File: src/rtl/obstacle_locator_if.sv
// obstacle_locator_if: raster timing, obstacle table read port and per-pixel obstacle result bus.
interface obstacle_locator_if #(
    parameter int BLOCK_LEN_WIDTH = 4,
    parameter int SCREEN_WIDTH    = 10,
    parameter int PHY_WIDTH       = 14,
    parameter int OBS_ID_WIDTH    = 4
);
    logic [SCREEN_WIDTH-1:0]    pixel_x;
    logic [SCREEN_WIDTH-1:0]    pixel_y;
    logic                       video_on;
    logic                       line_start;
    logic [SCREEN_WIDTH-1:0]    scan_line_y;
    logic [PHY_WIDTH-1:0]       camera_y;
    logic [OBS_ID_WIDTH-1:0]    tbl_addr;
    logic [PHY_WIDTH-1:0]       tbl_abs_x;
    logic [PHY_WIDTH-1:0]       tbl_abs_y;
    logic [BLOCK_LEN_WIDTH-1:0] tbl_len;
    logic                       tbl_valid;
    logic                       obstacle_on;
    logic [SCREEN_WIDTH-1:0]    obstacle_x_rom;
    logic [SCREEN_WIDTH-1:0]    obstacle_y_rom;
    logic [PHY_WIDTH-1:0]       obstacle_abs_pos_x;
    logic [PHY_WIDTH-1:0]       obstacle_abs_pos_y;
    logic [PHY_WIDTH-1:0]       obstacle_block_abs_y;
    logic                       scan_busy;
    logic                       scan_overrun;

    modport master (
        output pixel_x, pixel_y, video_on, line_start, scan_line_y, camera_y,
               tbl_abs_x, tbl_abs_y, tbl_len, tbl_valid,
        input  tbl_addr, obstacle_on, obstacle_x_rom, obstacle_y_rom,
               obstacle_abs_pos_x, obstacle_abs_pos_y, obstacle_block_abs_y,
               scan_busy, scan_overrun
    );

    modport slave (
        input  pixel_x, pixel_y, video_on, line_start, scan_line_y, camera_y,
               tbl_abs_x, tbl_abs_y, tbl_len, tbl_valid,
        output tbl_addr, obstacle_on, obstacle_x_rom, obstacle_y_rom,
               obstacle_abs_pos_x, obstacle_abs_pos_y, obstacle_block_abs_y,
               scan_busy, scan_overrun
    );
endinterface

File: src/rtl/obstacle_locator.sv
// obstacle_locator: scans the obstacle table in hblank for the next scanline and turns
// raster position into per-pixel obstacle hit and obstacle-local ROM coordinates.
module obstacle_locator #(
    parameter int OBSTACLE_WIDTH  = 10,
    parameter int BLOCK_LEN_WIDTH = 4,
    parameter int SCREEN_WIDTH    = 10,
    parameter int PHY_WIDTH       = 14,
    parameter int OBSTACLE_NUM    = 16,
    parameter int OBS_ID_WIDTH    = 4,
    parameter int V_ACTIVE        = 480
) (
    input  logic               sys_clk,
    input  logic               sys_rst,
    obstacle_locator_if.slave  bus
);
    localparam int PW = PHY_WIDTH + 1;
    localparam logic [OBS_ID_WIDTH-1:0] LAST_ID = OBS_ID_WIDTH'(OBSTACLE_NUM - 1);

    typedef enum logic [1:0] {S_IDLE, S_READ, S_CHECK, S_COMMIT} state_t;

    state_t                     r_state;
    state_t                     w_next;
    logic [OBS_ID_WIDTH-1:0]    r_tbl_addr;
    logic [OBS_ID_WIDTH-1:0]    w_chk_idx;
    logic [PHY_WIDTH-1:0]       r_abs_line;
    logic                       r_overrun;
    logic                       r_pnd_valid;
    logic [PHY_WIDTH-1:0]       r_pnd_x;
    logic [PHY_WIDTH-1:0]       r_pnd_y;
    logic [BLOCK_LEN_WIDTH-1:0] r_pnd_len;
    logic [OBS_ID_WIDTH-1:0]    r_pnd_idx;
    logic                       r_act_valid;
    logic [PHY_WIDTH-1:0]       r_act_x;
    logic [PHY_WIDTH-1:0]       r_act_y;
    logic [BLOCK_LEN_WIDTH-1:0] r_act_len;
    logic [OBS_ID_WIDTH-1:0]    r_act_idx;
    logic [PHY_WIDTH-1:0]       r_act_line;
    logic                       r_on;
    logic [SCREEN_WIDTH-1:0]    r_x_rom;
    logic [SCREEN_WIDTH-1:0]    r_y_rom;
    logic                       w_last;
    logic                       w_match;
    logic                       w_take;
    logic [PW-1:0]              w_y_hi;
    logic [PW-1:0]              w_px;
    logic [PW-1:0]              w_x_lo;
    logic [PW-1:0]              w_x_hi;
    logic                       w_hit;
    logic [SCREEN_WIDTH-1:0]    w_x_rom;
    logic [SCREEN_WIDTH-1:0]    w_y_rom;
    logic                       w_unused;

    // Table data lags the address by one cycle, so the entry under test is addr-1.
    assign w_chk_idx = r_tbl_addr - OBS_ID_WIDTH'(1);
    assign w_last    = (w_chk_idx == LAST_ID);
    assign w_y_hi    = PW'(bus.tbl_abs_y) + PW'(2 * OBSTACLE_WIDTH - 1);
    assign w_match   = bus.tbl_valid && (bus.tbl_len != '0) &&
                       (bus.tbl_abs_y <= r_abs_line) && (PW'(r_abs_line) <= w_y_hi);
    assign w_take    = !bus.line_start && (r_state == S_CHECK) && w_match && !r_pnd_valid;

    always_ff @(posedge sys_clk or posedge sys_rst) begin
        if (sys_rst) r_state <= S_IDLE;
        else         r_state <= w_next;
    end

    always_comb begin
        w_next = bus.line_start         ? S_READ :
                 (r_state == S_READ)    ? S_CHECK :
                 (r_state == S_CHECK)   ? (w_last ? S_COMMIT : S_CHECK) :
                                          S_IDLE;
    end

    always_ff @(posedge sys_clk or posedge sys_rst) begin
        if (sys_rst) begin
            r_tbl_addr  <= '0;
            r_abs_line  <= '0;
            r_overrun   <= 1'b0;
            r_pnd_valid <= 1'b0;
            r_pnd_x     <= '0;
            r_pnd_y     <= '0;
            r_pnd_len   <= '0;
            r_pnd_idx   <= '0;
        end else if (bus.line_start) begin
            r_tbl_addr  <= '0;
            r_abs_line  <= bus.camera_y + PHY_WIDTH'(V_ACTIVE - 1) - PHY_WIDTH'(bus.scan_line_y);
            r_overrun   <= r_overrun | (r_state != S_IDLE);
            r_pnd_valid <= 1'b0;
            r_pnd_x     <= '0;
            r_pnd_y     <= '0;
            r_pnd_len   <= '0;
            r_pnd_idx   <= '0;
        end else begin
            if (w_next == S_CHECK) r_tbl_addr <= r_tbl_addr + OBS_ID_WIDTH'(1);
            if (w_take) begin
                r_pnd_valid <= 1'b1;
                r_pnd_x     <= bus.tbl_abs_x;
                r_pnd_y     <= bus.tbl_abs_y;
                r_pnd_len   <= bus.tbl_len;
                r_pnd_idx   <= w_chk_idx;
            end
        end
    end

    always_ff @(posedge sys_clk or posedge sys_rst) begin
        if (sys_rst) begin
            r_act_valid <= 1'b0;
            r_act_x     <= '0;
            r_act_y     <= '0;
            r_act_len   <= '0;
            r_act_idx   <= '0;
            r_act_line  <= '0;
        end else if (!bus.line_start && r_state == S_COMMIT) begin
            r_act_valid <= r_pnd_valid;
            r_act_x     <= r_pnd_x;
            r_act_y     <= r_pnd_y;
            r_act_len   <= r_pnd_len;
            r_act_idx   <= r_pnd_idx;
            r_act_line  <= r_abs_line;
        end
    end

    assign w_px    = PW'(bus.pixel_x);
    assign w_x_lo  = PW'(r_act_x);
    assign w_x_hi  = w_x_lo + PW'(r_act_len) * PW'(OBSTACLE_WIDTH) - PW'(1);
    assign w_hit   = bus.video_on && r_act_valid && (w_px >= w_x_lo) && (w_px <= w_x_hi);
    assign w_x_rom = SCREEN_WIDTH'(w_px - w_x_lo);
    assign w_y_rom = SCREEN_WIDTH'(r_act_y + PHY_WIDTH'(2 * OBSTACLE_WIDTH - 1) - r_act_line);

    always_ff @(posedge sys_clk or posedge sys_rst) begin
        if (sys_rst) begin
            r_on    <= 1'b0;
            r_x_rom <= '0;
            r_y_rom <= '0;
        end else begin
            r_on    <= w_hit;
            r_x_rom <= w_hit ? w_x_rom : '0;
            r_y_rom <= w_hit ? w_y_rom : '0;
        end
    end

    assign bus.tbl_addr             = r_tbl_addr;
    assign bus.obstacle_on          = r_on;
    assign bus.obstacle_x_rom       = r_x_rom;
    assign bus.obstacle_y_rom       = r_y_rom;
    assign bus.obstacle_abs_pos_x   = r_act_x;
    assign bus.obstacle_abs_pos_y   = r_act_y;
    assign bus.obstacle_block_abs_y = PHY_WIDTH'(r_act_idx);
    assign bus.scan_busy            = (r_state != S_IDLE);
    assign bus.scan_overrun         = r_overrun;
    assign w_unused                 = ^bus.pixel_y;
endmodule

File: src/flat_wrapper.sv
// flat-port wrapper written by rule: the top's interface ports become plain ports
module obstacle_locator_flat 
#(
    parameter int OBSTACLE_WIDTH  = 10,
    parameter int BLOCK_LEN_WIDTH = 4,
    parameter int SCREEN_WIDTH    = 10,
    parameter int PHY_WIDTH       = 14,
    parameter int OBSTACLE_NUM    = 16,
    parameter int OBS_ID_WIDTH    = 4,
    parameter int V_ACTIVE        = 480
)
  (sys_clk, sys_rst, bus_pixel_x, bus_pixel_y, bus_video_on, bus_line_start, bus_scan_line_y, bus_camera_y, bus_tbl_abs_x, bus_tbl_abs_y, bus_tbl_len, bus_tbl_valid, bus_tbl_addr, bus_obstacle_on, bus_obstacle_x_rom, bus_obstacle_y_rom, bus_obstacle_abs_pos_x, bus_obstacle_abs_pos_y, bus_obstacle_block_abs_y, bus_scan_busy, bus_scan_overrun);
  obstacle_locator_if #(.BLOCK_LEN_WIDTH(BLOCK_LEN_WIDTH), .SCREEN_WIDTH(SCREEN_WIDTH), .PHY_WIDTH(PHY_WIDTH), .OBS_ID_WIDTH(OBS_ID_WIDTH)) bus_i ();
  input  logic sys_clk;
  input  logic sys_rst;
  input wire logic [$bits(bus_i.pixel_x)-1:0] bus_pixel_x;
  input wire logic [$bits(bus_i.pixel_y)-1:0] bus_pixel_y;
  input wire logic [$bits(bus_i.video_on)-1:0] bus_video_on;
  input wire logic [$bits(bus_i.line_start)-1:0] bus_line_start;
  input wire logic [$bits(bus_i.scan_line_y)-1:0] bus_scan_line_y;
  input wire logic [$bits(bus_i.camera_y)-1:0] bus_camera_y;
  input wire logic [$bits(bus_i.tbl_abs_x)-1:0] bus_tbl_abs_x;
  input wire logic [$bits(bus_i.tbl_abs_y)-1:0] bus_tbl_abs_y;
  input wire logic [$bits(bus_i.tbl_len)-1:0] bus_tbl_len;
  input wire logic [$bits(bus_i.tbl_valid)-1:0] bus_tbl_valid;
  output wire logic [$bits(bus_i.tbl_addr)-1:0] bus_tbl_addr;
  output wire logic [$bits(bus_i.obstacle_on)-1:0] bus_obstacle_on;
  output wire logic [$bits(bus_i.obstacle_x_rom)-1:0] bus_obstacle_x_rom;
  output wire logic [$bits(bus_i.obstacle_y_rom)-1:0] bus_obstacle_y_rom;
  output wire logic [$bits(bus_i.obstacle_abs_pos_x)-1:0] bus_obstacle_abs_pos_x;
  output wire logic [$bits(bus_i.obstacle_abs_pos_y)-1:0] bus_obstacle_abs_pos_y;
  output wire logic [$bits(bus_i.obstacle_block_abs_y)-1:0] bus_obstacle_block_abs_y;
  output wire logic [$bits(bus_i.scan_busy)-1:0] bus_scan_busy;
  output wire logic [$bits(bus_i.scan_overrun)-1:0] bus_scan_overrun;
  assign bus_i.pixel_x = bus_pixel_x;
  assign bus_i.pixel_y = bus_pixel_y;
  assign bus_i.video_on = bus_video_on;
  assign bus_i.line_start = bus_line_start;
  assign bus_i.scan_line_y = bus_scan_line_y;
  assign bus_i.camera_y = bus_camera_y;
  assign bus_i.tbl_abs_x = bus_tbl_abs_x;
  assign bus_i.tbl_abs_y = bus_tbl_abs_y;
  assign bus_i.tbl_len = bus_tbl_len;
  assign bus_i.tbl_valid = bus_tbl_valid;
  assign bus_tbl_addr = bus_i.tbl_addr;
  assign bus_obstacle_on = bus_i.obstacle_on;
  assign bus_obstacle_x_rom = bus_i.obstacle_x_rom;
  assign bus_obstacle_y_rom = bus_i.obstacle_y_rom;
  assign bus_obstacle_abs_pos_x = bus_i.obstacle_abs_pos_x;
  assign bus_obstacle_abs_pos_y = bus_i.obstacle_abs_pos_y;
  assign bus_obstacle_block_abs_y = bus_i.obstacle_block_abs_y;
  assign bus_scan_busy = bus_i.scan_busy;
  assign bus_scan_overrun = bus_i.scan_overrun;
  obstacle_locator #(.OBSTACLE_WIDTH(OBSTACLE_WIDTH), .BLOCK_LEN_WIDTH(BLOCK_LEN_WIDTH), .SCREEN_WIDTH(SCREEN_WIDTH), .PHY_WIDTH(PHY_WIDTH), .OBSTACLE_NUM(OBSTACLE_NUM), .OBS_ID_WIDTH(OBS_ID_WIDTH), .V_ACTIVE(V_ACTIVE)) u_core (.sys_clk(sys_clk), .sys_rst(sys_rst), .bus(bus_i));
endmodule
File: config.mk
export PLATFORM = sky130hd
export DESIGN_NAME = obstacle_locator_flat
export DESIGN_NICKNAME = d
export VERILOG_FILES = /design/src/rtl/obstacle_locator_if.sv /design/src/rtl/obstacle_locator.sv /design/src/flat_wrapper.sv
export SDC_FILE = /design/constraint.sdc
export NUM_CORES = 1
export LEC_CHECK = 0
export BUFFER_PORTS_ARGS = -buffer_cell sky130_fd_sc_hd__buf_2
export CAP_MARGIN = 20
export CORE_MARGIN = 4
export CORE_UTILIZATION = 55
export CTS_CLUSTER_SIZE = 30
export DETAILED_ROUTE_END_ITERATION = 8
export PLACE_DENSITY = 0.79
export RECOVER_POWER = 25
export SLEW_MARGIN = 0
export SYNTH_ARGS = -nofsm -noshare
export SYNTH_HDL_FRONTEND = slang
export SYNTH_SLANG_ARGS = --single-unit
File: constraint.sdc
create_clock -name sys_clk -period 5.4 [get_ports sys_clk]
set_input_delay 0.81 -clock sys_clk [delete_from_list [all_inputs] [get_ports sys_clk]]
set_output_delay 0.81 -clock sys_clk [all_outputs]
set_load 0.01 [all_outputs]
# Word level (Yosys, flattened, before mapping)
# Index checks and enable logic that the tools add are counted.
[word_totals]
ramBits = 0
out_inout_bits = 69
latch_bits = 0
memories = 0
reg_bits = 126
mem_bits_ro = 0
[op_classes]
mul = 1
n_lt_le_gt_ge = 4
shift = 0
add_sub_neg = 10
n_div = 0
n_eq_ne = 5
muxes = 18
reduce_logical = 16
n_bitwise = 1
[op_table]
columns = ["cell", "count"]
rows = [
  ["$mux 14", 4],
  ["$mux 4", 6],
  ["$mux 10", 2],
  ["$sub 10x10->10", 2],
  ["$add 14x5->15 const B", 1],
  ["$add 14x8->15", 1],
  ["$le 10x15->1", 1],
  ["$le 14x15->1", 1],
  ["$sub 15x1->15 const B", 1],
  ["$add 14x9->14 const B", 1],
  ["$ge 10x14->1", 1],
  ["$le 14x14->1", 1],
  ["$sub 14x10->14", 1],
  ["$add 10x5->10 const B", 1],
  ["$logic_and 1x1->1", 10],
  ["$mul 4x3->7 const B", 1],
  ["$eq 2x2->1 const B", 3],
  ["$mux 2", 3],
  ["$reduce_bool 2->1", 3],
  ["$add 4x1->4 const B", 1],
  ["$eq 4x4->1 const B", 1],
  ["$reduce_bool 4->1", 1],
  ["$sub 4x1->4 const B", 1],
  ["$mux 1", 3],
  ["other kinds (3)", 4],
]

# Longest topological paths before layout
# Gate-level depths: netlist of run 1.
[logic_depth]
depth_word = 9
ltp_mapped = 23
ltp_nobuf = 23

# Least setup slack after synthesis of run 1
# Ideal clock, no wire load.
[synth_timing]
kind = "register -> register"
from = "register u_core.r_act_len[3]"
to = "register u_core.r_x_rom[4] (netlist: u_core.bus.obstacle_x_rom[4])"
path_slack_ps = 1202
n_path_buf = 1
t_required_ps = 5281
path_stages_with_launch = 23
t_arrival_ps = 4079
period_less_slack_ps = 4198
cell_sequence = "dfrtp_1 -> ha_1 -> ha_1 -> inv_1 -> fa_1 -> xor2_1 -> ha_1 -> inv_1 -> ha_1 -> o211ai_1 -> o211a_1 -> nor2_1 -> xnor2_1 -> ha_1 -> and4_1 -> a221oi_1 -> o21ai_0 -> a31oi_1 -> a311oi_1 -> nand4_1 -> o21ai_4 -> buf_6 -> nor2_1"
[synth_between]
elab_chain_len = 6
[synth_rtl]
columns = ["item", "line", "source"]
rows = [
  ["from (decl)", "obstacle_locator.sv:35", "logic [BLOCK_LEN_WIDTH-1:0] r_act_len;"],
  ["from (signal assigned)", "obstacle_locator.sv:116", "r_act_len <= r_pnd_len;"],
  ["$mul 4x3->7", "obstacle_locator.sv:124", "assign w_x_hi = w_x_lo + PW'(r_act_len) * PW'(OBSTACLE_WIDTH) - PW'(1);"],
  ["$add 14x8->15", "obstacle_locator.sv:124", ""],
  ["$sub 15x1->15", "obstacle_locator.sv:124", ""],
  ["$le 10x15->1", "obstacle_locator.sv:125", "assign w_hit = bus.video_on && r_act_valid && (w_px >= w_x_lo) && (w_px <= w_x_hi);"],
  ["$logic_and 1x1->1", "obstacle_locator.sv:125", ""],
  ["$mux 10", "obstacle_locator.sv:136", "r_x_rom <= w_hit ? w_x_rom : '0;"],
  ["to (signal assigned)", "obstacle_locator.sv:136", ""],
  ["to (decl)", "obstacle_locator.sv:39", "logic [SCREEN_WIDTH-1:0] r_x_rom;"],
]
# No other way between the ends.
# A chain may end at the register's enable or synchronous reset.

# Worst setup path after layout of run 1
[layout_timing]
from = "register u_core.r_act_len[3]"
to = "register u_core.r_x_rom[1] (netlist: u_core.bus.obstacle_x_rom[1])"
[layout_between]
elab_chain_len = 6
[layout_rtl]
columns = ["item", "line", "source"]
rows = [
  ["$mul 4x3->7", "obstacle_locator.sv:124", ""],
  ["$add 14x8->15", "obstacle_locator.sv:124", ""],
  ["$sub 15x1->15", "obstacle_locator.sv:124", ""],
  ["$le 10x15->1", "obstacle_locator.sv:125", ""],
  ["$logic_and 1x1->1", "obstacle_locator.sv:125", ""],
  ["net u_core.w_hit", "obstacle_locator.sv:48", "logic w_hit;"],
  ["$mux 10", "obstacle_locator.sv:136", ""],
]
# The timed path passes the listed nets, and every way through them passes these cells.

==> metrics, run 1 <==
Initial Util=56.6%; worst skew pair latency=410 ps; final hold vios=0; clock slew at reported path FFs=~50 ps; Die Width=131 um; Crit Path Class=reg2reg; Post-DP HPWL=13200 um; switching power=1.01 mW; Worst Hold Class=reg2reg; final period utilization=88.9%; clk_skew=~7.7 ps; most frequent cell after synthesis=dfrtp_1; post-synthesis sequential area ratio=37.9%; Worst-Margin Slew=3370 ps; I/O pin cnt=150; async set-reset flop share out of synthesis=100%; vias in the first global route=6146; area post-placement=9110 um2; data required time of the worst path=between 5000 and 6000 ps; gr usage total=21.2%; Post-Syn Area per Cell=9.91 um2; Max-Slew Margin vs Limit=-126%; count of pins over their slew limit=152; sw frac=30.4%; worst-path fanout max=17; drt total wl=17400 um; die area=17200 um2; Post-synth EDFFs=0; Seq pwr share=32.9%; DR pass1 iterations=5; failing checks=max-capacitance violations, max-slew violations; P_leak=5.49 nW; CTS resizes=0; gpl congestion=0.956; fmax=208 MHz; synthesized area=8320 um2; clock share of power=37.6%; Post-CTS Setup Repair Bufs=0; root buffer cell=clkbuf_16; Place WS=661 ps; TritonCTS clock tree=built; synth warn=0; Final min period=4800 ps; CTS Buf Count=17; Port Buffers=129; Final Cell Area=a little under 10000 um2; top post-synthesis cells by count=dfrtp_1, ha_1, inv_1; synthesis-stage register bit count=~130; Site Rows=44; DR vias/cell=about 5.3; share of post-route cells with drive strength above 1=21.7%; total number of vias=between 6000 and 7000; DRC errors left=0; outcome=finished, violations left; Int Power=2.32 mW; Die H=131 um; area share of the leading cell type in the synthesized netlist=a little under two fifths; initial antenna violation count=0; Max VDD drop=230 uV; hold_buf cts=0; Core Footprint=14700 um2; per-cell routed wire length=14.9 um; # clock sinks=between 100 and 150; Final #Nets=1177; CP Data Arrival Time=5100 ps; Syn Inst Count=~840; H-tree depth=4; crit path launch type=register; Yosys cell types=57; ANT nets after route=0; part of the power in combinational logic=around 30%; Final TNS setup=0 ps; RSZ-0062 raised after global routing=no; clk buf depth=2; pin count of the biggest net entering global routing=80; CP Capture Type=register; ant diodes=0; starting DRC count in detailed routing=between 200 and 300; Max Cap Violations=2; Yosys top cell by area=dfrtp_1; Synth area leaders=dfrtp_1, ha_1, inv_1; first-pass GRT wire length=approximately 29000 um; worst setup margin=599 ps; Area Overhead vs Synth=17.5%; pwr/cell area=341 nW/um2; final setup fails=0; ys flop type=dfrtp_1; total grt overflow=0
==> sequential cells by signal, indices dropped and copies added (netlist names), 10 cells and up <==
| name | flops |
|---|---|
| u_core.r_abs_line | 14 |
| u_core.bus.obstacle_abs_pos_x | 14 |
| u_core.bus.obstacle_abs_pos_y | 14 |
| u_core.r_pnd_y | 14 |
| u_core.r_act_line | 10 |
| u_core.bus.obstacle_x_rom | 10 |
| u_core.r_pnd_x | 14 |
| u_core.bus.obstacle_y_rom | 10 |
==> path summary, 6_finish.rpt <==
check | from | to | slack (ps) | depth (start not counted)
setup / recovery | u_core.r_act_len[3] | u_core.bus.obstacle_x_rom[1] | 600 | 22
max in group asynchronous | sys_rst | u_core.r_abs_line[13] | 2290 | 3
hold / removal | u_core.bus.scan_overrun | u_core.bus.scan_overrun | 460 | 1
hold reg to reg | u_core.bus.scan_overrun | u_core.bus.scan_overrun | 460 | 1
setup reg to reg | u_core.r_act_len[3] | u_core.bus.obstacle_x_rom[1] | 600 | 22
min in group asynchronous | sys_rst | u_core.r_pnd_x[12] | 1390 | 2
==> power by group through the flow <==
stage / Sequential, mW / Clock [mW] / Combinational (mW)
final: 1.09 / 1.25 / 0.984
after global placement: 1.10 / 0 / 0.939
after global routing: 1.10 / 1.32 / 1.12
after CTS: 1.09 / 1.27 / 0.985
after detailed placement: 1.11 / 0 / 0.963
after floorplan: 1.10 / 0 / 0.743
==> kinds of logic (layout without fill, tap and decap cells) <==
logic type | count (synthesis) | in the layout | share of synthesized area [%]
AND/OR/NAND/NOR | 185 | 185 | 10.2
buffers and inverters | 139 | 275 | 6.97
AO/OA/AOI/OAI | 135 | 135 | 10.5
flip-flops | 126 | 126 | 37.9
adder cells (fa/ha/maj) | 125 | 125 | 19.3
multiplexers | 73 | 73 | 9.33
XOR/XNOR | 55 | 55 | 5.79
other | 1 | 10 | 0.0451
==> cells in the final DEF, fill, tap and decap left out, types with 3 or more instances in the layout <==
master       n
clkbuf_16   17
nor2b_1      9
dfrtp_1    126
ha_1       120
nand2_1     48
fa_1         5
clkbuf_8     6
o211ai_1     4
buf_2      129
a21o_1      20
and2_1       6
inv_1      108
o21a_1       3
nor3_1      12
nand2b_1     7
nor2_1      70
a21oi_1     37
a31oi_1      4
mux2_2      36
a211oi_1     5
buf_4        3
nand4_1     13
nand3_1      8
o21ai_0     36
mux2i_1     37
bufinv_16    4
conb_1      10
xnor2_1     25
xor2_1      30
==> metrics by stage <==
step           total power, mW  cells  utilization, %  hold WS [ps]
3_5_place_dp              2.07   1136            62.0           442
5_1_grt                   3.55   1168            66.5           484
4_1_cts                   3.35   1168            66.5           460
3_3_place_gp              2.04   1136            62.0           444
6_report                  3.33   1168            66.5           459
2_1_floorplan             1.84    848               -           449
==> critical path: stages (launching register included) <==
cell and delay [ps]:
dfrtp_1 420, ha_1 300, ha_1 170, inv_1 60
fa_1 370, xor2_1 150, ha_1 270, inv_1 40
ha_1 340, a21oi_1 200, o211a_1 210, nor2_1 60
xnor2_1 120, ha_1 320, and4_1 240, a221oi_1 90
o21ai_0 90, a31oi_1 60, a311oi_1 250, nand4_1 180
o21ai_4 450, inv_4 110, and2_1 180
==> cell type report <==
cell class / instances / area, um2
clock buffers: 23 / 508
clock inverters: 9 / 154
fillers: 1167 / 4930
inverters: 110 / 417
multi-input cells: 583 / 4640
flip-flops and latches: 126 / 3150
well taps: 184 / 230
repair buffers: 133 / 672
==> routing by layer <==
metal  share of wire (%)  global-route usage [%]  vias to the layer above
met5                   0                       0                        -
met4                 1.9                    6.84                        0
met3                 4.2                    4.80                       32
met2                  47                    34.1                      161
met1                  47                    28.4                     2871
li1                    -                       -                     3108
(Power assumes the default switching activity.)
==> run 2, diff against run 1 <==
Clock period 5.4 ns to 4.8 ns, I/O delays scaled along.
==> run 2 against run 1 <==
The flow still finishes with violations (max-capacitance violations, max-slew violations). Global-route usage down 0.13 points. Die area unchanged. Clock skew rose by 2.1 ps. First-iteration DRC count is 8.4% higher. Final area is 0.20% higher. Largest power group unchanged.
==> metrics, run 2 (synthesis gave the netlist of run 1 again) <==
drt total wl=17400 um (about the same); DRC errors left=0 (unchanged); worst setup margin=205 ps (was 599 ps); area post-placement=9140 um2 (was 9110 um2); data required time of the worst path=5110 ps (was 5700 ps); CTS Buf Count=17 (unchanged); total grt overflow=0 (unchanged); initial antenna violation count=2 (was 0); RSZ-0062 raised after global routing=no (unchanged); Max Cap Violations=3 (was 2); Inst Count DP=1139 (was 1136); # clock sinks=126 (unchanged); I/O pin cnt=150 (unchanged); worst skew pair latency=420 ps (was 410 ps); gr usage total=21.0% (was 21.2%); failing checks=max-capacitance violations, max-slew violations (unchanged); Final Util=66.6% (was 66.5%); clk_skew=9.71 ps (was 7.66 ps); DR vias/cell=5.24 (was 5.28); CP Data Arrival Time=4900 ps (was 5100 ps); Die H=131 um (unchanged); commonest non-fill, non-tap cell in the layout=buf_2 (unchanged); count of pins over their slew limit=171 (was 152); gpl congestion=0.881 (was 0.956); outcome=finished, violations left (unchanged); Final min period=4590 ps (was 4800 ps); commonest non-fill, non-tap cells in the layout=buf_2, dfrtp_1, ha_1 (unchanged); per-cell routed wire length=14.8 um (was 14.9 um); Core Footprint=14700 um2 (unchanged); fin cells=1176 (was 1168); die area=17200 um2 (unchanged); vias in the first global route=6058 (was 6146); fmax=218 MHz (was 208 MHz); root buffer cell=clkbuf_16 (unchanged); P_leak=5.49 nW (about the same); Crit Path Class=reg2reg (unchanged); Area Overhead vs Synth=17.7% (was 17.5%); Initial Util=56.6% (unchanged); worst-path fanout max=8 (was 17); Max-Slew Margin vs Limit=-104% (was -126%); share of post-route cells with drive strength above 1=22.4% (was 21.7%); hold slack=453 ps (was 459 ps); final setup fails=0 (unchanged); Port Buffers=129 (unchanged); starting DRC count in detailed routing=297 (was 274); DR pass1 iterations=4 (was 5); total number of vias=6166 (was 6172); clk buf depth=2 (unchanged); Final TNS setup=0 ps (unchanged); Site Rows=44 (unchanged); crit path launch type=register (unchanged); pin count of the biggest net entering global routing=71 (was 80); H-tree depth=4 (unchanged); first-pass GRT wire length=28500 um (was 28800 um); TritonCTS clock tree=built (unchanged); Place WS=175 ps (was 661 ps); Worst-Margin Slew=3060 ps (was 3370 ps); Final Cell Area=9790 um2 (was 9770 um2); clock slew at reported path FFs=60 ps (was 50 ps); Die Width=131 um (unchanged); filler cell count=1208 (was 1167); Max VDD drop=274 uV (was 230 uV); ANT nets after route=0 (unchanged); final hold vios=0 (unchanged); CP Capture Type=register (unchanged); final period utilization=95.7% (was 88.9%); Worst Hold Class=reg2reg (unchanged); pwr/cell area=372 nW/um2 (was 341 nW/um2); Power Total=3.64 mW (was 3.33 mW); Post-DP HPWL=13000 um (was 13200 um); Final #Nets=1185 (was 1177); hold_buf cts=0 (unchanged)
## run 2: where the power goes
part	internal, mW	total [mW]	switching, mW
Combinational	0.512	1.13	0.619
Sequential	1.16	1.23	0.0654
Clock	0.823	1.28	0.458
Total	2.49	3.64	1.14
## run 2: timing repair
action,in CTS,in global routing
resized for setup,0,5
buffers inserted,0,5
endpoints found under the setup margin,0,20
## run 2: final timing paths
| path | from | end | slack, ps | cells past startpoint |
|---|---|---|---|---|
| worst max register to register | u_core.r_act_len[1] | u_core.bus.obstacle_y_rom[0] | 210 | 22 |
| worst min register to register | u_core.bus.scan_overrun | u_core.bus.scan_overrun | 450 | 1 |
| worst max-delay path | u_core.r_act_len[1] | u_core.bus.obstacle_y_rom[0] | 210 | 22 |
| max in group asynchronous | sys_rst | u_core.r_act_len[3] | 1310 | 3 |
| worst min-delay path | u_core.bus.scan_overrun | u_core.bus.scan_overrun | 450 | 1 |
| min in group asynchronous | sys_rst | u_core.bus.obstacle_y_rom[9] | 1130 | 2 |
## run 2: layer usage
| layer | track usage [%] | part of all wire, % | vias to the layer above |
|---|---|---|---|
| met3 | 4.84 | 4.6 | 34 |
| met2 | 34.1 | 47 | 147 |
| met1 | 27.5 | 46 | 2864 |
| met5 | 0 | 0.075 | - |
| li1 | - | - | 3119 |
| met4 | 7.92 | 2.1 | 2 |
## run 2: worst max-delay path, stage by stage, from the launching register on
cell and delay [ps]:
dfrtp_1 400, ha_1 310, ha_1 210, inv_1 90
fa_1 440, ha_1 300, inv_1 100, ha_4 220
o21a_1 180, nor2_1 140, a21oi_2 70, a21oi_1 200
xor2_1 90, ha_1 290, and4_4 220, a221oi_1 80
o21ai_0 90, a31oi_1 70, a311oi_1 230, nand4_1 180
o21ai_4 330, inv_4 90, and2_1 170
## run 2: layout make-up
cell class	count	area (um2)	share of cell area, %
flip-flops and latches	126	3150	32.2
inverters	110	417	4.26
clock inverters	11	143	1.46
well taps	184	230	2.35
diodes	1	2.50	0.0256
multi-input cells	583	4670	47.7
clock buffers	20	447	4.56
repair buffers	141	732	7.48
